===== src/rtl/reg_file_64_pkg.sv =====
// Shared constants for the 64-bit, 32-entry register file with a hardwired zero register.
package reg_file_64_pkg;

  localparam int DATA_W_DEF = 64;
  localparam int REG_CNT    = 32;
  localparam int ADDR_W     = 5;
  localparam int XZR_IDX    = 31;

  localparam logic [ADDR_W-1:0] XZR_ADDR = ADDR_W'(XZR_IDX);

endpackage


===== src/rtl/reg_file_64_decoder.sv =====
// Write-back select decoder: turns a 5-bit register index into a gated one-hot enable vector.
module wb_decoder5_32
  import reg_file_64_pkg::*;
(
  input  logic              en,
  input  logic [ADDR_W-1:0] sel,
  output logic [REG_CNT-1:0] onehot
);

  // NOTE: assigning a default at the top of always_comb guarantees no latch is inferred.
  always_comb begin
    onehot = '0;
    // sel is only looked at when en is high, so an unknown index with en low stays harmless.
    if (en) onehot[sel] = 1'b1;
  end

endmodule


===== src/rtl/reg_file_64.sv =====
// Register file: 31 writable registers plus XZR, one write-back port, two combinational
// read ports with optional same-cycle write forwarding.
module reg_file_64
  import reg_file_64_pkg::*;
#(
  parameter int DATA_W = DATA_W_DEF,
  parameter int BYPASS = 1
) (
  input  logic              clk,
  input  logic              rst,
  input  logic              RegWrite,
  input  logic [ADDR_W-1:0] WriteReg,
  input  logic [DATA_W-1:0] WriteData,
  input  logic [ADDR_W-1:0] ReadReg1,
  input  logic [ADDR_W-1:0] ReadReg2,
  output logic [DATA_W-1:0] ReadData1,
  output logic [DATA_W-1:0] ReadData2
);

  logic [REG_CNT-1:0] wr_onehot;
  logic [DATA_W-1:0]  regs_q [XZR_IDX];
  logic [DATA_W-1:0]  regs_d [XZR_IDX];
  logic               unused_xzr_sel;

  wb_decoder5_32 u_wb_decoder (
    .en     (RegWrite),
    .sel    (WriteReg),
    .onehot (wr_onehot)
  );

  // The XZR enable line exists in the decoder but has no storage behind it.
  assign unused_xzr_sel = wr_onehot[XZR_IDX];

  always_comb begin
    for (int i = 0; i < XZR_IDX; i++) begin
      regs_d[i] = wr_onehot[i] ? WriteData : regs_q[i];
    end
  end

  // NOTE: this array is built from resettable flops, not a RAM macro, because every
  // register must clear asynchronously; sequential state is assigned with <= only.
  always_ff @(posedge clk or posedge rst) begin
    if (rst) begin
      for (int i = 0; i < XZR_IDX; i++) regs_q[i] <= '0;
    end else begin
      for (int i = 0; i < XZR_IDX; i++) regs_q[i] <= regs_d[i];
    end
  end

  // XZR and reset both force zero; forwarding never applies to index 31.
  function automatic logic [DATA_W-1:0] read_port(input logic [ADDR_W-1:0] idx);
    logic [DATA_W-1:0] val;
    val = '0;
    if (!rst && idx != XZR_ADDR) begin
      if (BYPASS != 0 && RegWrite && WriteReg == idx) val = WriteData;
      else                                            val = regs_q[idx];
    end
    return val;
  endfunction

  always_comb begin
    ReadData1 = read_port(ReadReg1);
    ReadData2 = read_port(ReadReg2);
  end

endmodule


===== config.mk =====
export PLATFORM = sky130hd
export DESIGN_NAME = reg_file_64
export DESIGN_NICKNAME = d
export VERILOG_FILES = /design/src/rtl/reg_file_64_pkg.sv /design/src/rtl/reg_file_64_decoder.sv /design/src/rtl/reg_file_64.sv
export SDC_FILE = /design/constraint.sdc
export NUM_CORES = 2
export LEC_CHECK = 0
export CAP_MARGIN = 20
export CELL_PAD_IN_SITES_DETAIL_PLACEMENT = 0
export CELL_PAD_IN_SITES_GLOBAL_PLACEMENT = 2
export CORE_MARGIN = 1.5
export CORE_UTILIZATION = 35
export CTS_CLUSTER_DIAMETER = 60
export DETAILED_ROUTE_END_ITERATION = 10
export PLACE_DENSITY = 0.76
export SLEW_MARGIN = 20
export SYNTH_ARGS = -nofsm -noshare
export SYNTH_HDL_FRONTEND = slang
export SYNTH_SLANG_ARGS = --single-unit

===== constraint.sdc =====
create_clock -name clk -period 76.1 [get_ports clk]
set_input_delay 11.415 -clock clk [delete_from_list [all_inputs] [get_ports clk]]
set_output_delay 11.415 -clock clk [all_outputs]
set_load 0.01 [all_outputs]

==> summary.md <==
| Metric | Value |
|---|---|
| Vias | `~77000` |
| Post-DP HPWL | `229 mm` |
| CP Launch Type | `input port` |
| Post-Place Setup Slack | `47.93 ns` |
| FP Rows | `204` |
| Main synth FF type | `dfrtp_1` |
| Synth Net Count | `8181` |
| GRT overflow | `0` |
| Max-Cap Viols | `0` |
| Max FO, Critical Path | `63` |
| PnR worst setup slack | `47.86 ns` |
| Synth top area share | `0.457` |
| TritonRoute pass-1 iters | `6` |
| Per-cell routed wire length | `34.8 um` |
| Arrival @ worst endpoint | `around 17 ns` |
| Worst hold margin | `0.508 ns` |
| Yosys cell types | `56` |
| Final Hold Viols | `0` |
| Relative slew slack | `0.164` |
| Ys async rst share | `1.00` |
| Pwr dens | `26.4 nW/um2` |
| Hold WC Path Type | `reg2reg` |
| Final-report max-slew violation count | `0` |
| Routability cong. | `0.813` |
| Max Root-Sink Buffers | `4` |
| Number of warnings issued by yosys | `0` |
| Initial Util | `0.352` |
| H-tree levels | `4` |
| Pleak | `around 54 nW` |
| Post-Place Cells | `11774` |
| Core area | `309000 um2` |
| Vias in the first global route | `78327` |
| Io pins | `210` |
| Post-Layout Cell Count | `12184` |
| CTS tree | `built` |
| Max reg flops | `1984` |
| DRT antenna net count | `0` |
| RSZ-0062 raised after global routing | `no` |
| CP Capture Type | `primary output` |
| Avg Cell Area, Syn | `13.4 um2` |
| DRT Wirelength | `424 mm` |
| Die X | `560 um` |
| WS Path Type | `in2out` |
| Number of vias per cell | `between 6 and 7` |
| Final Util | `0.394` |
| Antenna violations before repair | `21` |
| Fmax | `roughly 35 MHz` |
| Tightest Pin Transition | `1.24 ns` |
| EDFF count, synth | `0` |
| Share of cells above drive strength 1 | `0.404` |
| First-pass GRT wire length | `around 600 mm` |
| Number of port buffers | `209` |
| Area Overhead vs Synth | `12.0%` |
| Area of the mapped netlist | `109000 um2` |
| All-Layer GR Usage | `0.264` |
| Largest net degree at the start of global routing | `~170` |
| Die area | `314000 um2` |
| Num CTS Buffers | `220` |
| Worst VDD drop | `between 0.000015 and 0.00002 V` |
| Root Driver | `clkbuf_16` |
| Postcts setup bufs | `0` |
| Post-synthesis sequential area ratio | `0.457` |
| Area contributors post-synth | `dfrtp_1 (46%), mux2_2 (22%), mux2i_1 (9.8%)` |
| Commonest non-fill, non-tap cell in the layout | `mux2_2` |
| Fin Setup TNS | `0 ns` |
| Drc violations | `0` |
| Fillers | `around 29000` |
| Fin crit period | `approximately 28 ns` |
| Seq cells post-synth | `1984` |
| Largest regs | `regs_q x1984` |
| Cells after Synth | `8099` |
| Cts hold-fix bufs | `0` |
| Iter 0 DRT Violations | `approximately 8400` |
| Most flops, register | `regs_q` |
| Commonest non-fill, non-tap cells in the layout | `mux2_2 (2134), dfrtp_1 (1984), mux2i_1 (1061), mux4_2 (400), a22oi_1 (257)` |
| Post-synth top area cell | `dfrtp_1` |
| Worst Path Required | `64.69 ns` |
| Post-cts sizing count | `0` |
| Clk_skew | `0 ns` |
| Clk pin slew, worst setup/hold paths | `0.06 ns` |
| Share of the cycle needed by the critical path after routing | `0.371` |
| Nets@finish | `7959` |
| Outcome | `finished, final reports clean` |
| Final setup viols | `0` |
| TritonCTS Sinks | `between 1500 and 2000` |
| Die Y-Extent | `560 um` |
| Clock insertion delay at the later pin of the skew report | `0.89 ns` |
-- final timing paths --
| check | startpoint | to | slack (ns) | cells past startpoint |
|---|---|---|---|---|
| max reg2reg | regs_q[651] | regs_q[651] | 75.28 | 1 |
| max in group asynchronous | rst | regs_q[535] | 60.41 | 7 |
| min | regs_q[655] | regs_q[655] | 0.51 | 1 |
| min in group asynchronous | rst | regs_q[64] | 11.41 | 2 |
| max | ReadReg1[1] | ReadData1[10] | 47.86 | 11 |
| min reg2reg | regs_q[655] | regs_q[655] | 0.51 | 1 |
-- cell type report --
class | count | area [um2] | area share
Multi-Input combinational cell | 5223 | 55400 | 0.455
Inverter | 12 | 57.6 | 0.000472
Clock buffer | 313 | 6520 | 0.0535
Sequential cell | 1984 | 49600 | 0.408
Timing Repair Buffer | 436 | 3910 | 0.0321
Tap cell | 4120 | 5150 | 0.0423
Clock inverter | 79 | 1060 | 0.00868
Antenna cell | 17 | 42.5 | 0.000349
-- report_power, final --
group	internal, mW	switching (mW)
logic	0.360	0.298
registers	1.26	0.154
clock network	0.671	0.466
total	2.29	0.918
-- worst max-delay path, stage by stage --
cell	delay, ns
buf_8	0.51
buf_4	0.64
buf_4	0.74
nor2b_4	0.31
buf_4	0.55
buf_4	0.75
a2bb2oi_1	0.15
a21oi_1	0.18
o21ai_0	0.09
o21ai_1	0.59
clkdlybuf4s50_1	0.68
-- cell families (layout without fill, tap and decap cells) --
family | after synthesis | in the layout | share of synthesized area
multiplexers | 3647 | 3647 | 0.407
flip-flops | 1984 | 1984 | 0.457
AO/OA/AOI/OAI | 1149 | 1149 | 0.0757
buffers and inverters | 892 | 840 | 0.0392
AND/OR/NAND/NOR | 417 | 417 | 0.0204
other | 0 | 17 | 0
XOR/XNOR | 10 | 10 | 0.000805
-- through the flow --
stage | area, um2 | power, mW
4_1_cts | 122000 | 3.22
2_1_floorplan | 109000 | 1.89
5_1_grt | 122000 | 3.34
6_report | 122000 | 3.21
3_3_place_gp | 114000 | 2.05
3_5_place_dp | 114000 | 2.08
-- synth_stat cells (14+ instances only) --
cell type and number:
o22ai_1 109, buf_6 24, a2bb2oi_1 49, mux4_2 400
buf_4 81, nand2_1 70, a22o_1 14, clkbuf_1 413
mux2_2 2134, nor2b_1 69, dfrtp_1 1984, mux2i_1 1061
o32ai_1 58, nor4_1 58, a221oi_1 243, or3_1 53
mux2_1 49, o21ai_1 49, buf_2 334, a21oi_1 179
buf_1 26, nor2_1 65, a22oi_1 257, nor3_1 54
o21ai_0 80, a21o_1 65
-- routing by layer --
metal	GRT usage	vias to the layer above	part of all wire
met2	0.418	3844	0.46
li1	-	30638	-
met4	0.108	4	0.045
met3	0.0497	891	0.081
met1	0.354	41579	0.41
met5	0	-	0.000066
Power figures use the tool's default switching activity.
